[src/rtl/pwm_pkg.sv]
// Shared types and helpers for the PWM output stage.
package pwm_pkg;

  typedef enum logic [1:0] {
    IDLE  = 2'd0,
    RUN   = 2'd1,
    DRAIN = 2'd2
  } state_t;

  // Move cur toward target by at most step; 9-bit math keeps it wrap-free.
  function automatic logic [7:0] sat_step(input logic [7:0] target,
                                          input logic [7:0] cur,
                                          input logic [7:0] step);
    logic [8:0] t9, c9, s9, diff, res;
    t9   = {1'b0, target};
    c9   = {1'b0, cur};
    s9   = {1'b0, step};
    diff = '0;
    res  = c9;
    if (t9 > c9) begin
      diff = t9 - c9;
      res  = c9 + ((diff > s9) ? s9 : diff);
    end else if (t9 < c9) begin
      diff = c9 - t9;
      res  = c9 - ((diff > s9) ? s9 : diff);
    end
    return res[7:0];
  endfunction

endpackage

[src/rtl/pwm_timebase.sv]
// Prescaler plus phase counter; clear holds both at zero.
module pwm_timebase #(
  parameter int unsigned DUTY_MAX = 100,
  parameter int unsigned PRESCALE = 10
) (
  input  logic       clk,
  input  logic       rst,
  input  logic       clear,
  output logic       tick,
  output logic [7:0] ph,
  output logic       boundary
);

  localparam int unsigned PW = (PRESCALE > 1) ? $clog2(PRESCALE) : 1;

  logic [PW-1:0] pre, pre_nxt;
  logic [7:0]    ph_nxt;

  assign tick     = (pre == PW'(PRESCALE - 1));
  assign boundary = tick && (ph == 8'(DUTY_MAX - 1));

  always_comb begin
    pre_nxt = pre;
    ph_nxt  = ph;
    if (clear) begin
      pre_nxt = '0;
      ph_nxt  = '0;
    end else if (tick) begin
      pre_nxt = '0;
      ph_nxt  = boundary ? '0 : ph + 8'd1;
    end else begin
      pre_nxt = pre + PW'(1);
    end
  end

  always_ff @(posedge clk or posedge rst) begin
    if (rst) begin
      pre <= '0;
      ph  <= '0;
    end else begin
      pre <= pre_nxt;
      ph  <= ph_nxt;
    end
  end

endmodule

[src/rtl/pwm_gen.sv]
// Slew-limited PWM output stage: duty sampled at period boundaries,
// ramped by at most STEP per period, drained to zero before idling.
module pwm_gen
  import pwm_pkg::*;
#(
  parameter int unsigned DUTY_MAX = 100,
  parameter int unsigned PRESCALE = 10,
  parameter int unsigned STEP     = 5
) (
  input  logic       clk,
  input  logic       rst,
  input  logic       en,
  input  logic [7:0] duty,
  output logic       pwm_out,
  output logic [7:0] duty_applied,
  output logic       period_start,
  output logic       ramping
);

  localparam logic [7:0] DMAX  = 8'(DUTY_MAX);
  localparam logic [7:0] STEP8 = 8'(STEP);

  state_t     state, state_nxt;
  logic       clear, tick, boundary;
  logic [7:0] ph, ph_nxt;
  logic [7:0] tgt_run, tgt, d_nxt;
  logic       pwm_nxt, ps_nxt;

  assign clear = (state == IDLE);

  pwm_timebase #(
    .DUTY_MAX(DUTY_MAX),
    .PRESCALE(PRESCALE)
  ) u_timebase (
    .clk      (clk),
    .rst      (rst),
    .clear    (clear),
    .tick     (tick),
    .ph       (ph),
    .boundary (boundary)
  );

  assign tgt_run = (duty > DMAX) ? DMAX : duty;
  assign tgt     = (state == DRAIN) ? '0 : tgt_run;
  assign ramping = (state != IDLE) && (duty_applied != tgt);

  // Phase the timebase will hold after this edge, so pwm_out lines up with it.
  always_comb begin
    ph_nxt = ph;
    if (clear || boundary) ph_nxt = '0;
    else if (tick)         ph_nxt = ph + 8'd1;
  end

  always_ff @(posedge clk or posedge rst) begin
    if (rst) state <= IDLE;
    else     state <= state_nxt;
  end

  always_comb begin
    state_nxt = state;
    unique case (state)
      IDLE:  if (en) state_nxt = RUN;
      RUN:   if (!en) state_nxt = DRAIN;
      DRAIN: begin
        if (en)                             state_nxt = RUN;
        else if (boundary && d_nxt == '0)   state_nxt = IDLE;
      end
      default: state_nxt = IDLE;
    endcase
  end

  always_comb begin
    d_nxt = duty_applied;
    if (state == IDLE)  d_nxt = en ? sat_step(tgt_run, '0, STEP8) : '0;
    else if (boundary)  d_nxt = sat_step(tgt, duty_applied, STEP8);
    pwm_nxt = (state_nxt != IDLE) && (ph_nxt < d_nxt);
    // The IDLE->RUN edge starts a period; the DRAIN->IDLE edge does not.
    ps_nxt  = (state_nxt != IDLE) && (clear || boundary);
  end

  always_ff @(posedge clk or posedge rst) begin
    if (rst) begin
      duty_applied <= '0;
      pwm_out      <= 1'b0;
      period_start <= 1'b0;
    end else begin
      duty_applied <= d_nxt;
      pwm_out      <= pwm_nxt;
      period_start <= ps_nxt;
    end
  end

endmodule

[config.mk]
export PLATFORM = sky130hd
export DESIGN_NAME = pwm_gen
export DESIGN_NICKNAME = d
export VERILOG_FILES = /design/src/rtl/pwm_pkg.sv /design/src/rtl/pwm_timebase.sv /design/src/rtl/pwm_gen.sv
export SDC_FILE = /design/constraint.sdc
export NUM_CORES = 1
export LEC_CHECK = 0
export CAP_MARGIN = 10
export CELL_PAD_IN_SITES_DETAIL_PLACEMENT = 2
export CELL_PAD_IN_SITES_GLOBAL_PLACEMENT = 2
export CORE_ASPECT_RATIO = 1.2
export CORE_MARGIN = 2
export CORE_UTILIZATION = 39
export DETAILED_ROUTE_END_ITERATION = 10
export DONT_BUFFER_PORTS = 1
export PLACE_DENSITY = 0.8
export SYNTH_ARGS = -nofsm -noshare
export SYNTH_HDL_FRONTEND = slang
export SYNTH_SLANG_ARGS = --single-unit
export TNS_END_PERCENT = 100
[constraint.sdc]
create_clock -name clk -period 5.9 [get_ports clk]
set_input_delay 1.18 -clock clk [delete_from_list [all_inputs] [get_ports clk]]
set_output_delay 1.18 -clock clk [all_outputs]
set_load 0.02 [all_outputs]
==> impl_metrics.toml, run 1 <==
[run_status]
status = "stopped before the end"
stop_stage = "clock tree synthesis"
error = "[ERROR DPL-0033] detailed placement checks failed during check placement."

[synth]
synth_seq_cells = 24
synth_edf_count = 0
ys_types = 66
async_reset_ff_share_pct = 100.0
synth-main-ff-cell = "dfrtp_1"
synth_most_common_cell = "ha_1"
yosys-top-cells-area = "dfrtp_1 19%, ha_1 16%, nand2_1 4.6%, a21oi_1 4.2%, o21ai_0 4.2%"
yosysWarningCount = 0
synth_common_cells = "41 x ha_1, 40 x nand2_1, 33 x inv_1"
syn-instance-count = 412
syn-cell-area_mm2 = 0.003242
avgSynthCellArea_um2 = 7.869
yosysTopAreaCell = "dfrtp_1"
yosysTopAreaCellShare_pct = 18.53
yosysSeqAreaShare_pct = 18.53

[placed_design]
dpl.hpwl_um = 12570
gp_congestion = 0.9252
portBuffers = 0
post-place-ws_ps = -946.9

[floorplan]
ioPinCount = 22
start_util_pct = 39.98
fp-row-count = 36
die-width_um = 87.23
die-height_um = 103.9

[clock_tree]
cts_hold_buf = 0
htreeDepth = 1
cts.sinks = 24
cts_root_buf = "clkbuf_8"
cts_max_path_buffers = 2
post_cts_buffers = 19
post_cts_resized = 84
cts-buffers-inserted = 3
cells by family after synthesis:
| logic type | synth area share, % |
|---|---|
| adders and majority gates | 18.29 |
| xor gates and xnor gates | 4.323 |
| AOI/OAI and AO/OA | 29.99 |
| other | 0.2317 |
| buffers and inverters | 5.210 |
| and+or+nand+nor | 22.46 |
| muxes | 0.9649 |
| DFF | 18.53 |
through the flow:
stage | area (um^2) | setup TNS [ps] | cells | hold slack (ps) | utilization [%]
3_5_place_dp | 3981 | -2758 | 587 | 521.4 | 49.10
2_1_floorplan | 3292 | -156.8 | 420 | 460.8 | -
3_3_place_gp | 3981 | -1269 | 587 | 474.1 | 49.10
==> run 2, diff against run 1 <==
Settings changed: CELL_PAD_IN_SITES_DETAIL_PLACEMENT 2 to default, CELL_PAD_IN_SITES_GLOBAL_PLACEMENT 2 to default, CORE_ASPECT_RATIO 1.2 to default, CORE_UTILIZATION 39 to 25, PLACE_DENSITY 0.8 to default, PLACE_DENSITY_LB_ADDON from default to 0.15.
==> run 2 against run 1 <==
The run now ends clean. Area after synthesis unchanged. Synthesized cell count unchanged.
==> impl_metrics.toml, run 2 <==
[sta]
max_slew_margin_pct = 35.70
rsz0062_at_grt = "true"
final-setup-viol-count = 0
drv_slew = 0
setup_ws_ps = 18.97
fmax_mhz = 170.0
hold_viol = 0
period_minus_slack_ps = 5881
fin_crit_sh_pct = 99.68
worst_pin_slew_ps = 963.4
whs_ps = 498.2
clock_skew_ps = 4.162

[clock_tree]
clkLatencyLatePin_ps = 260
cts_max_path_buffers = 2
clk_pin_slew_ps = 60
cts_tree = "yes"
cts_hold_buf = 0
cts-buffers-inserted = 3
htreeDepth = 1
cts_root_buf = "clkbuf_16"
cts.sinks = 24

[layout]
area_growth_pct = 44.62
nFillCells = 1333
design_area_mm2 = 0.004688
seq_area_um2 = 600.6
nets = 567
final_common_cell = "buf_4"
antennaDiodeCount = 0
largestRegisters = "duty_applied: 8 flops, u_timebase.ph: 8 flops, u_timebase.pre: 4 flops"
layout-drive-gt1-share_pct = 35.10
final_cell_mix = "92 x buf_4, 36 x nand2_1, 29 x ha_1, 27 x nor2_1, 27 x inv_1"
multi_input_area_mm2 = 0.002908

[synth]
synth_common_cells = "41 x ha_1, 40 x nand2_1, 33 x inv_1"
yosysTopAreaCell = "dfrtp_1"
yosys-top-cells-area = "dfrtp_1 19%, ha_1 16%, nand2_1 4.6%, a21oi_1 4.2%, o21ai_0 4.2%"
syn-instance-count = 412
syn-cell-area_mm2 = 0.003242
synth_seq_cells = 24
avgSynthCellArea_um2 = 7.869
yosysTopAreaCellShare_pct = 18.53
yosysSeqAreaShare_pct = 18.53
synth_most_common_cell = "ha_1"
yosysWarningCount = 0
async_reset_ff_share_pct = 100.0
synth_edf_count = 0
ys_types = 66
synth-main-ff-cell = "dfrtp_1"

[power_and_ir_drop]
p_per_area_mw_per_mm2 = 168.2
p_sw_mw = 0.2845
pwr-share-seq_pct = 24.8
netSwitchingFraction_pct = 36.07
p_leak_nw = 2.126
combPwrFrac_pct = 50.5
p_int_mw = 0.5042
ir_drop_mv = 0.1132
clkPwrFrac_pct = 24.6

[global_routing]
grt_max_degree = 25
grt.met2_usage_pct = 27.33
overflow = 0
use_met3_pct = 2.665
grt_pass1_wl_um = 18690
busiest_layer = "met2"
met1_usage_pct = 22.47
antenna_found_initial = 0
grt_pass1_vias = 3532
grt_use_total_pct = 16.37

[floorplan]
start_util_pct = 25.69
ioPinCount = 22
die-height_um = 117.9
die_area_mm2 = 0.01389
fp-row-count = 41
die-width_um = 117.9
core_area_mm2 = 0.01262

[run_status]
status = "complete, no violations"

[detailed_routing]
drtIter0Drc = 225
viasPerCell = 5.015
drc = 0
routed_wl_um = 11270
dr_total_vias = 3420
ant_nets = 0
wl_per_cell_um = 16.52
drtPass1Iterations = 4

[placed_design]
post_dp_cell_area_mm2 = 0.004078
post-place-ws_ps = -584.7
dpl.hpwl_um = 9048
portBuffers = 0
gp_congestion = 0.8820

[worst_setup_path]
end_kind = "flop"
crit_arrival_ps = 6010
worstPathRequired_ps = 6030
reg2reg_from = "state[1]"
path_max_fanout = 4
start_kind = "input port"
rr_worst_depth = 26
critical_path.startpoint = "duty[1]"
crit_type = "input port to flop"

[worst_hold_path]
whs_path_depth = 1
hold_class = "flop to flop"
worstHoldStart = "u_timebase.pre[0]"

[flow_run]
max-cap-violations = 0
## run 2: cell counts after synthesis
No cell type changed its count.
## run 2: through the flow
step           std cells  util [%]  total power [mW]  TNS, ps
3_3_place_gp         664     32.31            0.5385    -1388
4_1_cts              680     36.09            0.7710        0
6_report             682     37.15            0.7886        0
2_1_floorplan        420         -            0.3979   -156.8
5_1_grt              682     37.15            0.8387   -678.8
3_5_place_dp         664     32.31            0.5375    -1649
## run 2: area by class of cell
class,count,area share (%)
Clock buffer,3,1.601
Clock inverter,1,0.6405
Inverter,33,2.642
Multi-Input combinational cell,353,62.02
Sequential cell,24,12.81
Tap cell,172,4.590
Timing Repair Buffer,96,15.69
## run 2: kinds of logic after synthesis
| group | synth area share [%] |
|---|---|
| XOR/XNOR | 4.323 |
| adder cells (fa/ha/maj) | 18.29 |
| AND/OR/NAND/NOR | 22.46 |
| flip-flops | 18.53 |
| buffers and inverters | 5.210 |
| other | 0.2317 |
| multiplexers | 0.9649 |
| AO/OA/AOI/OAI | 29.99 |
## run 2: critical path, cell delays in order
cell       delay, ps
o21ai_4          120
nand2_2           80
a311oi_2         240
nand2_1          130
inv_2            100
ha_4             130
inv_2             30
fa_2             360
xor2_2           160
a32oi_1          150
nand3_1          100
or4_4            550
nor2_4           130
and2_4           170
nor2b_4          150
ha_4             210
buf_6            110
a21o_1           170
a21oi_4          200
o21ai_2           80
xor2_1           170
o221ai_2         170
a21oi_2           70
nor4_2           300
o2111ai_1        190
o311ai_2         380
a21oi_1          150
## run 2: worst paths after layout
path	to	slack, ps
worst min register to register	u_timebase.pre[0]	500
worst max register to register	period_start	510
worst max-delay path	period_start	20
worst min-delay path	u_timebase.pre[0]	500
min in group asynchronous	period_start	1030
max in group asynchronous	u_timebase.ph[5]	4280
## run 2: power groups by stage
| stage | combinational (mW) | clock, mW | sequential, mW |
|---|---|---|---|
| final | 0.399 | 0.194 | 0.196 |
| after global routing | 0.436 | 0.206 | 0.198 |
| after CTS | 0.376 | 0.199 | 0.196 |
| after detailed placement | 0.340 | 0 | 0.198 |
| after global placement | 0.341 | 0 | 0.198 |
| after floorplan | 0.203 | 0 | 0.195 |
## run 2: repair_timing
item                       4_1_cts  5_1_grt
setup endpoints to repair        3        3
hold endpoints to repair         0        0
resized for setup               50       28
setup buffers                   12        2
pin swaps                       42       40
## run 2: per-layer routing
metal | routed length [um] | up-vias
met2 | 5169 | 56
met5 | 0 | -
met1 | 5488 | 1640
met4 | 162 | 0
li1 | - | 1709
met3 | 447 | 15
No activity file was read; power rests on OpenSTA's default activity.
==> run 3, diff against run 2 <==
Settings changed: CORE_ASPECT_RATIO from default to 0.5, REMOVE_ABC_BUFFERS from default to 1.
==> run 3 against run 2 <==
The flow now finishes with violations (negative setup slack). Die area grew 0.40%. Register-to-register slack got worse by 190 ps. Clock-buffer cell count stayed put. Critical path depth rose by 3. Utilization about the same. Sequential share of layout area hardly changed. Fmax down 3.2%. Worst setup slack worse by 200 ps. Final cell count shrank 0.15%. Clock skew decreased by 1.3 ps. Hold slack got worse by 1.4 ps.
==> impl_metrics.toml, run 3 (synthesized netlist as in run 2, its figures left out) <==
[sta]
hold_viol = 0
rsz0062_at_grt = "true"
max_slew_margin_pct = 23.55
period_minus_slack_ps = 6076
fmax_mhz = 164.6
setup_ws_ps = -176.3
worst_pin_slew_ps = 1143
drv_slew = 0
final-setup-viol-count = 1
fin_crit_sh_pct = 103.0
whs_ps = 496.7
clock_skew_ps = 2.875

[layout]
largestRegisters = "duty_applied: 8 flops, u_timebase.ph: 8 flops, u_timebase.pre: 4 flops"
antennaDiodeCount = 0
area_growth_pct = 45.16
final_common_cell = "buf_4"
nets = 569
layout-drive-gt1-share_pct = 35.23
design_area_mm2 = 0.004706
final_cell_mix = "94 x buf_4, 35 x nand2_1, 30 x inv_1, 30 x ha_1, 27 x nor2_1"
nFillCells = 1296

[floorplan]
die-width_um = 165.0
die_area_mm2 = 0.01395
ioPinCount = 22
die-height_um = 84.52
start_util_pct = 25.60
core_area_mm2 = 0.01266
fp-row-count = 29

[worst_setup_path]
worstPathRequired_ps = 6080
reg2reg_from = "state[0]"
slowest_stage = "or4_4"
end_kind = "flop"
worst_path_dominant_cell_family = "simple AND/OR/NAND/NOR gates"
crit_arrival_ps = 6260
r2r_slack_ps = 320
rr_worst_depth = 27
cpPeakStageDelay_ps = 510
path_max_fanout = 3
timing.rr.end = "pwm_out"
crit_type = "input port to flop"
cp_common_cell = "ha_4"
start_kind = "input port"
crit_buf_inv = 3

[clock_tree]
cts_tree = "yes"
clkLatencyLatePin_ps = 260
cts-buffers-inserted = 3
cts_max_path_buffers = 2
htreeDepth = 1
cts_hold_buf = 0
cts_root_buf = "clkbuf_16"
clk_pin_slew_ps = 60
cts.sinks = 24

[global_routing]
grt_use_total_pct = 16.26
overflow = 0
antenna_found_initial = 0
grt_pass1_wl_um = 17880
grt_pass1_vias = 3388
grt_max_degree = 25

[power_and_ir_drop]
p_per_area_mw_per_mm2 = 159.4
ir_drop_mv = 0.08618
p_leak_nw = 2.125
total_power_mw = 0.7499

[detailed_routing]
wl_per_cell_um = 16.40
ant_nets = 0
drc = 0
routed_wl_um = 11170
viasPerCell = 5.035
drtIter0Drc = 100
drtPass1Iterations = 4
dr_total_vias = 3429

[placed_design]
dpl.hpwl_um = 8942
portBuffers = 0
post_dp_cell_area_mm2 = 0.004063
gp_congestion = 0.8170

[worst_hold_path]
whs_endpoint = "u_timebase.pre[0]"
worstHoldStart = "u_timebase.pre[0]"
whs_path_depth = 1
hold_class = "flop to flop"

[run_status]
violations = "negative setup slack"
status = "finished with violations"

[flow_run]
max-cap-violations = 0
==> run 3: cell count changes in the layout (fill, tap and decap cells not counted), sizes merged <==
cell    change
buf         +2
bufinv      -1
==> run 3: worst max path at each step <==
stage / from / end / slack [ps] / cells after the start
finish: duty[0] / pwm_out / -180 / 30
global route: duty[0] / pwm_out / -400 / 30
CTS: duty[0] / period_start / -200 / 24
detailed placement: duty[0] / pwm_out / -880 / 29
global placement: duty[0] / period_start / -870 / 24
floorplan: duty[0] / pwm_out / -400 / 29
==> run 3: layout make-up <==
cell class              count  area, um^2  share of cell area [%]
multi-input cells         353        2940                   62.48
repair buffers             98       750.7                   15.95
flip-flops and latches     24       600.6                   12.76
well taps                 170       212.7                   4.520
inverters                  33       126.4                   2.685
clock buffers               3       75.07                   1.595
==> run 3: timing repair <==
action,CTS,global route
setup endpoints to repair,3,3
setup buffers,5,11
pin swaps,22,49
cloned,0,0
gates resized for setup,33,61
==> run 3: report_power, final <==
group	switching [mW]	total, mW	internal [mW]
clock network	0.0584	0.148	0.0898
registers	0.0185	0.195	0.176
logic	0.208	0.407	0.199
total	0.285	0.750	0.465
==> run 3: metal layers <==
layer  vias to the layer above  global-route usage (%)  part of all wire [%]  routed length, um
met3                        12                   1.235                   2.1                230
met5                         -                       0                     0                  0
met1                      1671                   23.53                    50               5566
li1                       1717                       -                     -                  -
met2                        29                   26.78                    47               5257
met4                         0                   2.846                  0.99                111
==> run 3: stage by stage <==
| step | setup TNS [ps] | cells | util (%) | setup WS (ps) |
|---|---|---|---|---|
| floorplan | -580.8 | 410 | - | -398.2 |
| global placement | -2574 | 663 | 32.08 | -871.9 |
| detailed placement | -2454 | 663 | 32.08 | -883.9 |
| CTS | -554.2 | 671 | 34.15 | -203.1 |
| global route | -790.3 | 681 | 37.16 | -397.9 |
| finish | -176.3 | 681 | 37.16 | -176.3 |
==> run 4, diff against run 3 <==
Settings changed: CORE_ASPECT_RATIO 0.5 to 1.2, PLACE_DENSITY from default to 0.47, PLACE_DENSITY_LB_ADDON 0.15 to default.
==> run 4 against run 3 <==
The flow still finishes with violations (negative setup slack). Wire length increased by 3.0%. Via count increased by 0.41%. Sequential power about the same. Non-clock buffer count did not move. Combinational power rose by 5.4%. Hold slack about the same. Final area grew 2.8%. First-iteration DRC count increased by 91%. Die area is 0.37% lower. Sequential cell count is the same. Critical path type unchanged. Critical endpoint unchanged.
==> impl_metrics.toml, run 4 (synthesized netlist as in run 2, its figures left out) <==
[run_status]
status = "finished with violations"
violations = "negative setup slack"

[floorplan]
ioPinCount = 22
die-height_um = 128.7
start_util_pct = 25.59
core_area_mm2 = 0.01267
fp-row-count = 45
die_area_mm2 = 0.01390
die-width_um = 108.0

[flow_run]
max-cap-violations = 0

[sta]
fmax_mhz = 169.1
setup_ws_ps = -12.77
max_slew_margin_pct = 38.20
period_minus_slack_ps = 5913
final-setup-viol-count = 2
drv_slew = 0
hold_viol = 0
timing.setup.tns_ps = -14.27
fin_crit_sh_pct = 100.2
rsz0062_at_grt = "true"
clock_skew_ps = 2.519
worst_pin_slew_ps = 926.0

[clock_tree]
cts_max_path_buffers = 2
clkLatencyLatePin_ps = 260
cts.sinks = 24
clk_pin_slew_ps = 60
cts_root_buf = "clkbuf_16"
cts_tree = "yes"
cts_hold_buf = 0
htreeDepth = 1
cts-buffers-inserted = 3

[layout]
nets = 569
antennaDiodeCount = 0
layout-drive-gt1-share_pct = 37.70
area_growth_pct = 49.17
largestRegisters = "duty_applied: 8 flops, u_timebase.ph: 8 flops, u_timebase.pre: 4 flops"
final_cell_mix = "93 x buf_4, 35 x nand2_1, 28 x inv_1, 28 x ha_1, 27 x nor2_1"
final_common_cell = "buf_4"

[worst_setup_path]
end_kind = "flop"
slowest_stage = "fa_1"
worstPathRequired_ps = 6080
crit_type = "input port to flop"
start_kind = "input port"
rr_worst_depth = 26
crit_arrival_ps = 6100
path_max_fanout = 4
cpPeakStageDelay_ps = 450

[global_routing]
met1_usage_pct = 19.09
use_met3_pct = 2.330
grt_pass1_vias = 3509
overflow = 0
busiest_layer = "met2"
antenna_found_initial = 0
grt_use_total_pct = 16.16
grt_pass1_wl_um = 17720
grt.met2_usage_pct = 30.00
grt_max_degree = 25

[detailed_routing]
drc = 0
ant_nets = 0
drtIter0Drc = 191
wl_per_cell_um = 17.01
routed_wl_um = 11500
dr_total_vias = 3443
viasPerCell = 5.093
drtPass1Iterations = 4

[power_and_ir_drop]
combPwrFrac_pct = 52.5
p_leak_nw = 2.154
ir_drop_mv = 0.1591
p_int_mw = 0.5210
pwr-share-seq_pct = 23.9
clkPwrFrac_pct = 23.7
p_per_area_mw_per_mm2 = 169.2
netSwitchingFraction_pct = 36.34
p_sw_mw = 0.2974
total_power_mw = 0.8184

[placed_design]
gp_congestion = 0.8422
dpl.hpwl_um = 8863
portBuffers = 0

[worst_hold_path]
hold_class = "flop to flop"
whs_path_depth = 1
==> run 4: cell count changes in the layout (fill, tap and decap cells not counted), moves of 3 or more <==
cell       change
a31oi_1        +3
a31oi_2        -3
ha_4           +4
inv_2          +3
o2111ai_4      +3
nand3_1        -3
==> run 4: final cells by class <==
cell class	instances	area, um^2
Tap cell	164	205.2
Multi-Input combinational cell	353	3047
Sequential cell	24	600.6
Inverter	33	123.9
Clock inverter	1	30.03
Timing Repair Buffer	98	754.5
Fill cell	1287	7833
Clock buffer	3	75.07
==> run 4: power groups by stage <==
stage	clock (mW)	combinational, mW	sequential [mW]
final	0.194	0.429	0.195
after global routing	0.205	0.464	0.197
after CTS	0.199	0.391	0.195
after detailed placement	0	0.341	0.198
after global placement	0	0.340	0.197
after floorplan	0	0.198	0.195
==> run 4: metrics by stage <==
stage               instances  setup slack (ps)  instance area [um^2]  hold WS [ps]  util (%)
floorplan                 410            -398.2                  3227         460.8         -
global placement          652            -736.8                  4018         476.9     31.71
detailed placement        652            -853.4                  4018         490.9     31.71
CTS                       670             2.099                  4503         499.9     35.55
global route              676            -332.3                  4836         548.3     38.17
finish                    676            -12.77                  4836         497.2     38.17
==> run 4: per-layer routing <==
metal  up-vias  wire, um
met2        49      5959
met1      1672      4928
met5         -         0
li1       1706         -
met4         0       271
met3        16       340
==> run 4: final timing paths <==
| kind | startpoint | endpoint | slack, ps |
|---|---|---|---|
| worst max register to register | state[1] | pwm_out | 530 |
| worst max-delay path | duty[0] | pwm_out | -10 |
| min in group asynchronous | rst | period_start | 1010 |
| worst min-delay path | u_timebase.pre[0] | u_timebase.pre[0] | 500 |
| max in group asynchronous | rst | duty_applied[7] | 4320 |
| worst min register to register | u_timebase.pre[0] | u_timebase.pre[0] | 500 |
==> run 4: critical path, delay by kind of cell <==
family | cells | cell delay (ps)
AO/OA/AOI/OAI | 13 | 2350
adder cells (fa/ha/maj) | 4 | 1030
buffers and inverters | 3 | 350
AND/OR/NAND/NOR | 7 | 1180
==> run 4: timing repair <==
action	4_1_cts	5_1_grt
setup buffers	14	6
pin swaps	51	49
endpoints found under the setup margin	3	3
resized for setup	56	48
